**src/rtl/fxp_calc.sv**
```systemverilog
// fxp_calc: registered precision-reduction unit.
//
// Converts one fixed-point or integer word from the input format
// (I_PREC bits, I_FRAC fraction bits) to a narrower output format
// (O_PREC bits, O_FRAC fraction bits). The result is saturated to the
// output range and three event flags are produced with each result.
// The conversion is combinational and only the output stage is registered,
// so a result appears one cycle after its input is presented.
//
// Parameters:
//   DTYPE  "FXP" or "INT"; with "INT" both fraction widths are treated as 0
//   SIGN   1 = two's-complement signed, 0 = unsigned (input and output)
//   I_PREC input word width, I_FRAC input fraction bits
//   O_PREC output word width (O_PREC <= I_PREC), O_FRAC output fraction bits
//
// Ports:
//   clk        clock
//   reset_     asynchronous active-low reset
//   in_valid   input word valid
//   in         input word, I_PREC bits
//   out_valid  result valid, one cycle after in_valid
//   out        converted result, O_PREC bits
//   ovf        result saturated to max or min
//   udf        nonzero input truncated to zero
//   rounded    nonzero bits were discarded by the fraction alignment
//
// Optional feature macro: ROUND_NEAREST_EN
//   Defined:   round half up (add 2^(D-1) before the right shift).
//   Undefined: pure truncation toward minus infinity.

module fxp_calc #(
  parameter string DTYPE  = "FXP",
  parameter bit    SIGN   = 1'b1,
  parameter int    I_PREC = 16,
  parameter int    I_FRAC = 4,
  parameter int    O_PREC = 8,
  parameter int    O_FRAC = 3
) (
  input  logic              clk,
  input  logic              reset_,
  input  logic              in_valid,
  input  logic [I_PREC-1:0] in,
  output logic              out_valid,
  output logic [O_PREC-1:0] out,
  output logic              ovf,
  output logic              udf,
  output logic              rounded
);

  localparam int W_IF = (DTYPE == "INT") ? 0 : I_FRAC;
  localparam int W_OF = (DTYPE == "INT") ? 0 : O_FRAC;
  localparam int D    = W_IF - W_OF;
  localparam int AD   = (D < 0) ? -D : D;
  // One guard bit above the widest shifted value keeps the working value
  // non-negative in unsigned mode, so one signed compare serves both modes.
  localparam int AW   = I_PREC + AD + 1;

  localparam logic [AW-1:0] ONE  = AW'(1);
  localparam logic [AW-1:0] MAXV = SIGN ? ((ONE << (O_PREC - 1)) - ONE)
                                        : ((ONE << O_PREC) - ONE);
  localparam logic [AW-1:0] MINV = SIGN ? ~((ONE << (O_PREC - 1)) - ONE)
                                        : '0;

  logic              w_sbit;
  logic [AW-1:0]     w_ext;
  logic [AW-1:0]     w_aligned;
  logic              w_lost;
  logic              w_hi;
  logic              w_lo;
  logic [O_PREC-1:0] w_res;
  logic              w_ovf;
  logic              w_udf;

  // Extend to the working width: sign-extend in signed mode, zero-extend otherwise.
  assign w_sbit = SIGN & in[I_PREC-1];
  assign w_ext  = {{(AW - I_PREC){w_sbit}}, in};

  generate
    if (D > 0) begin : g_shr
      logic [AW-1:0] w_src;
      logic          w_fill;
`ifdef ROUND_NEAREST_EN
      // Half-LSB bias; the guard bits absorb any carry, which the range
      // check then saturates.
      assign w_src = w_ext + (ONE << (D - 1));
`else
      assign w_src = w_ext;
`endif
      // Arithmetic shift built from a logical shift plus a fill mask, which
      // avoids signedness surprises in mixed-sign expressions.
      assign w_fill    = SIGN & w_src[AW-1];
      assign w_aligned = (w_src >> D) | (w_fill ? ~({AW{1'b1}} >> D) : '0);
      // Discarded bits are judged on the original source, not the biased one.
      assign w_lost    = |w_ext[D-1:0];
    end else if (D < 0) begin : g_shl
      assign w_aligned = w_ext << AD;
      assign w_lost    = 1'b0;
    end else begin : g_none
      assign w_aligned = w_ext;
      assign w_lost    = 1'b0;
    end
  endgenerate

  // Range check and saturation on the full-width aligned value.
  always_comb begin
    w_hi  = $signed(w_aligned) > $signed(MAXV);
    w_lo  = $signed(w_aligned) < $signed(MINV);
    w_res = w_aligned[O_PREC-1:0];
    if (w_hi) begin
      w_res = MAXV[O_PREC-1:0];
    end else if (w_lo) begin
      w_res = MINV[O_PREC-1:0];
    end
    w_ovf = w_hi | w_lo;
    w_udf = (in != '0) && (w_aligned == '0);
  end

  // Output stage: capture on valid words, hold the result otherwise.
  always_ff @(posedge clk or negedge reset_) begin
    if (!reset_) begin
      out_valid <= 1'b0;
      out       <= '0;
      ovf       <= 1'b0;
      udf       <= 1'b0;
      rounded   <= 1'b0;
    end else begin
      out_valid <= in_valid;
      if (in_valid) begin
        out     <= w_res;
        ovf     <= w_ovf;
        udf     <= w_udf;
        rounded <= w_lost;
      end
    end
  end

endmodule

```
**config.mk**
```make
export PLATFORM = sky130hd
export DESIGN_NAME = fxp_calc
export DESIGN_NICKNAME = d
export VERILOG_FILES = /design/src/rtl/fxp_calc.sv
export SDC_FILE = /design/constraint.sdc
export NUM_CORES = 1
export LEC_CHECK = 0
export CORE_MARGIN = 10
export CORE_UTILIZATION = 31
export CTS_CLUSTER_SIZE = 30
export DETAILED_ROUTE_END_ITERATION = 6
export GPL_TIMING_DRIVEN = 0
export PLACE_DENSITY = 0.71
export SLEW_MARGIN = 20
export SYNTH_ARGS = -nofsm -noshare
export SYNTH_HDL_FRONTEND = slang
export SYNTH_SLANG_ARGS = --single-unit
```
**constraint.sdc**
```tcl
create_clock -name clk -period 0.8 [get_ports clk]
set_clock_uncertainty 0.1 [all_clocks]
set_input_delay 0.08 -clock clk [delete_from_list [all_inputs] [get_ports clk]]
set_output_delay 0.08 -clock clk [all_outputs]
set_load 0.005 [all_outputs]
```
==> results.yml <==
final_layout:
  antenna_cells: 0
  final_cell_mix: "14 x buf_2, 12 x dfrtp_1, 7 x a221o_1"
  area.growth.synth_to_final_pct: 73.7
  multi_input_area_um2: 256
  nets: 99
  final_util_pct: 58.0
  regArea_um2: 300
  drive_gt1_share_pct: 52.6
  fillers: 140
  final_common_cell: "buf_2"
  finalNonFillerCells: 94
power_and_ir_drop:
  power_mw: 1.37
  p_per_area_mw_per_mm2: 1530
  ir_drop_mv: 1.29
  p_leak_nw: 0.404
die:
  initial_core_util_pct: 33.4
  die_x_um: 60.7
  die_height_um: 60.7
  std_cell_rows: 14
  dieArea_mm2: 0.00369
  design.core.area_mm2: 0.00154
  num_io_pins: 31
clock_tree:
  cts_buffers: 3
  clk_latency_ns: 0.26
  cts_tree: "built"
  cts-root-buf: "clkbuf_4"
  clk_pin_slew_ns: 0.06
  htree_num_levels: 1
  clockBufferDepth: 2
  cts_sinks: 12
outcome:
  status: "complete, but fails checks"
  violations: "negative hold slack, negative setup slack"
place:
  io_buffers: 30
  gp_congestion: 0.694
  dp.cells: 84
critical_path:
  path_cells: "buf_4, a221o_1"
  cp.arrival_ns: 1.07
  path_class: "flip-flop to flip-flop"
  slowest_stage: "dfrtp_1"
  worstPathMaxFanout: 2
  worstPathRequired_ns: 0.85
  worstSetupStartpointType: "flip-flop"
  cp-end-kind: "flip-flop"
  slowest_delay_ns: 0.37
grt:
  grt_overflow_total: 0
  antenna_found_initial: 0
  grt_pass1_wl_um: 2660
  grt_start_max_net_pins: 13
  grt_pass1_vias: 546
  track_usage_pct: 9.81
routing:
  drt-vias-per-instance: 5.35
  ant_nets: 0
  dr_total_vias: 503
  dr.pass1.iters: 4
  wl_per_cell_um: 18.1
  drc: 0
  postRouteWirelength_um: 1700
  drt_iter0_drc: 10
flow_run:
  cap_violations: 0
timing:
  fmax_ghz: 0.979
  slew_headroom_pct: 65.2
  timing.final.crit_share_pct: 128
  fin_ws_ns: -0.221
  worst-slew-pin-transition_ns: 0.521
  fin_setup_tns_ns: -2.99
  slew_viol_final: 0
  holdWs_ns: -0.0222
  fin_crit_ns: 1.02
  setup_viol: 23
  hold_viol_final: 1
  rsz0062_at_grt: "yes"
synth:
  syn_area_um2: 514
  synth_nets: 57
  synth_seq_area_share_pct: 58.4
  synth_top_cell_area_share_pct: 58.4
  yosysTopAreaCell: "dfrtp_1"
  synth.avg_cell_area_um2: 13.5
  ys_warn_count: 0
  ys_seq_elements: 12
  ys_types: 19
  synthCells: 38
  synth_area_leaders: "dfrtp_1 58%, a221o_1 14%, nor4_4 4.1%"
min_path:
  hold_class: "input pin to flip-flop"
==> power breakdown <==
group	switching (mW)	leakage, nW	total [mW]	internal [mW]
Sequential	0.0273	0.142	0.689	0.662
Combinational	0.144	0.248	0.343	0.199
Clock	0.165	0.0138	0.339	0.174
Total	0.337	0.404	1.37	1.03
==> registers in the layout, indices dropped and copies added, names as in the netlist <==
register   cells
out            8
out_valid      1
ovf            1
rounded        1
udf            1
==> path summary, 6_finish.rpt <==
path | from | to | slack (ns) | cells after the start
worst max-delay path | out[5]$_DFFE_PN0P_ | out[5]$_DFFE_PN0P_ | -0.22 | 2
worst min-delay path | in[6] | out[5]$_DFFE_PN0P_ | -0.02 | 2
worst max register to register | out[5]$_DFFE_PN0P_ | out[5]$_DFFE_PN0P_ | -0.22 | 2
worst min register to register | udf$_DFFE_PN0P_ | udf$_DFFE_PN0P_ | 0.38 | 1
max in group asynchronous | reset_ | rounded$_DFFE_PN0P_ | 0.19 | 1
min in group asynchronous | reset_ | out[2]$_DFFE_PN0P_ | 0.06 | 1
==> final cells by class <==
cell class | instances | share of cell area (%)
Sequential cell | 12 | 33.6
Timing Repair Buffer | 37 | 32.5
Multi-Input combinational cell | 25 | 28.7
Clock buffer | 3 | 2.52
Tap cell | 16 | 2.24
Inverter | 1 | 0.420
==> worst max-delay path: cells and delay by family, from the launching register on <==
| kind | cells | cell delay [ns] |
|---|---|---|
| flip-flops | 1 | 0.37 |
| AO/OA/AOI/OAI | 1 | 0.31 |
| buffers and inverters | 1 | 0.13 |
==> metrics by stage <==
step	cell area, um^2	worst slack [ns]
final	893	-0.221
after global routing	893	-0.250
after CTS	888	-0.209
after detailed placement	835	-0.768
after global placement	835	-0.765
after floorplan	514	-0.169
==> what timing repair did <==
| item | CTS | global route |
|---|---|---|
| setup buffers | 7 | 0 |
| setup endpoints to repair | 23 | 23 |
| endpoints found under the hold margin | 1 | 1 |
| resized for setup | 95 | 4 |
| pin swaps | 15 | 3 |
==> cell usage after synthesis <==
library cell,number
mux2_2,1
inv_2,1
nand3_1,1
nor3_1,1
or4_1,1
nor4_1,1
nand2_1,1
a21o_1,1
nand3b_1,1
o2bb2ai_1,1
a221o_1,7
and2_1,1
dfrtp_1,12
nand2b_1,1
a21oi_2,1
o21ai_2,1
nand4_1,3
o211ai_1,1
nor4_4,1
==> routing by layer <==
metal / GRT usage (%) / vias to the layer above / wire (um)
li1: - / 241 / -
met1: 9.16 / 244 / 543
met2: 17.9 / 16 / 1010
met3: 5.43 / 2 / 134
met4: 2.82 / 0 / 10
met5: 0 / - / 0
==> logic make-up after synthesis <==
family                 after synthesis  share of synthesized area (%)
buffers and inverters                1                          0.729
AND/OR/NAND/NOR                     12                           17.0
AO/OA/AOI/OAI                       12                           21.7
multiplexers                         1                           2.19
flip-flops                          12                           58.4
Note: power is estimated with default switching activity, not from simulation.
==> variant (same flow settings) <==
Change the parameter `SIGN` from 1'b1 to 1'b0.
--- a/src/rtl/fxp_calc.sv
+++ b/src/rtl/fxp_calc.sv
@@ -31,5 +31,5 @@
 module fxp_calc #(
   parameter string DTYPE  = "FXP",
-  parameter bit    SIGN   = 1'b1,
+  parameter bit    SIGN   = 1'b0,
   parameter int    I_PREC = 16,
   parameter int    I_FRAC = 4,
Formal check against the unedited RTL: not equivalent (a bounded check fails within 4 cycles, from zero or initial values and one cycle with reset_ low).
==> variant against the unedited design <==
- count of clock-buffer cells in the layout is 1 higher
- routed wire length increased by 7.4%
- sequential share of layout area shrank 1.4 points
- sequential cell count unchanged
- total power is 5.6% lower
- the flow still finishes with violations (negative hold slack, negative setup slack)
- largest power group unchanged
- design area is 4.3% higher
- area after synthesis rose by 0.97%
- critical endpoint is now udf
- setup slack improved by 0.013 ns
==> variant: results <==
[detailed_routing]
viasPerCell = 5.16
vias = 557
routed-wl-met3_um = 185
wl_met2_um = 935
wl_per_cell_um = 16.9
wl_met1_um = 648
drt_iter0_markers = 9

[synthesis]
synth_top_family_by_area = simple AND/OR/NAND/NOR gates
synthMuxAreaShare_pct = 2.17
syn_nets = 70
ys_top_cells_by_area = dfrtp_1 (58%), nor3_1 (8.7%), a21oi_1 (7.7%)
avgSynthCellArea_um2 = 10.2

[place]
dp.cells = 97
place_congestion = 0.741
dpl_cell_area_um2 = 841

[worst_setup_path]
critPathCapture = udf
cp.depth = 4
r2r_cells = 3
cpPeakStageDelay_ns = 0.60
cpMaxStageDelayCell = or4_4
r2r_end = out[4]
reg2reg_slack_ns = -0.04

[pwr]
leakagePower_nw = 0.387
vdd_drop_max_v = 0.00115

[grt]
use_met1_pct = 10.3
grt_pass1_vias = 592
grt_first_pass_wirelength_mm = 2.87

[layout]
layout.nets = 112
fillers = 148

[outcome]
violations = negative hold slack, negative setup slack
status = finished with violations

[timing]
setup_ws_ns = -0.208
hold_slack_ns = -0.0130
setup_viol = 23
hold_violations = 1

[hold_path]
holdPathEnd = out_valid
variant: area by class of cell:
class	count	area (µm²)	share of cell area, %
Tap cell	16	20.0	2.15
Clock buffer	4	36.3	3.89
Inverter	1	3.75	0.403
Timing Repair Buffer	37	269	28.9
Sequential cell	12	300	32.2
Buffer	3	36.3	3.89
Multi-Input combinational cell	35	267	28.6
variant: where the power goes:
part           total [mW]  internal (mW)  leakage (nW)  switching (mW)
Clock               0.477          0.277        0.0210           0.200
Combinational       0.198          0.106         0.249          0.0925
Sequential          0.619          0.616         0.116         0.00322
variant: per-stage QoR:
step	setup TNS, ns	worst slack, ns
5_1_grt	-3.81	-0.219
3_3_place_gp	-13.11	-0.861
3_5_place_dp	-13.74	-0.883
4_1_cts	-3.34	-0.196
2_1_floorplan	-4.05	-0.420
6_report	-3.17	-0.208
variant: timing repair:
item,4_1_cts,5_1_grt
setup endpoints to repair,23,23
endpoints found under the hold margin,1,1
setup buffers,5,1
gates resized for setup,97,4
cloned,2,0
pin swaps,15,9
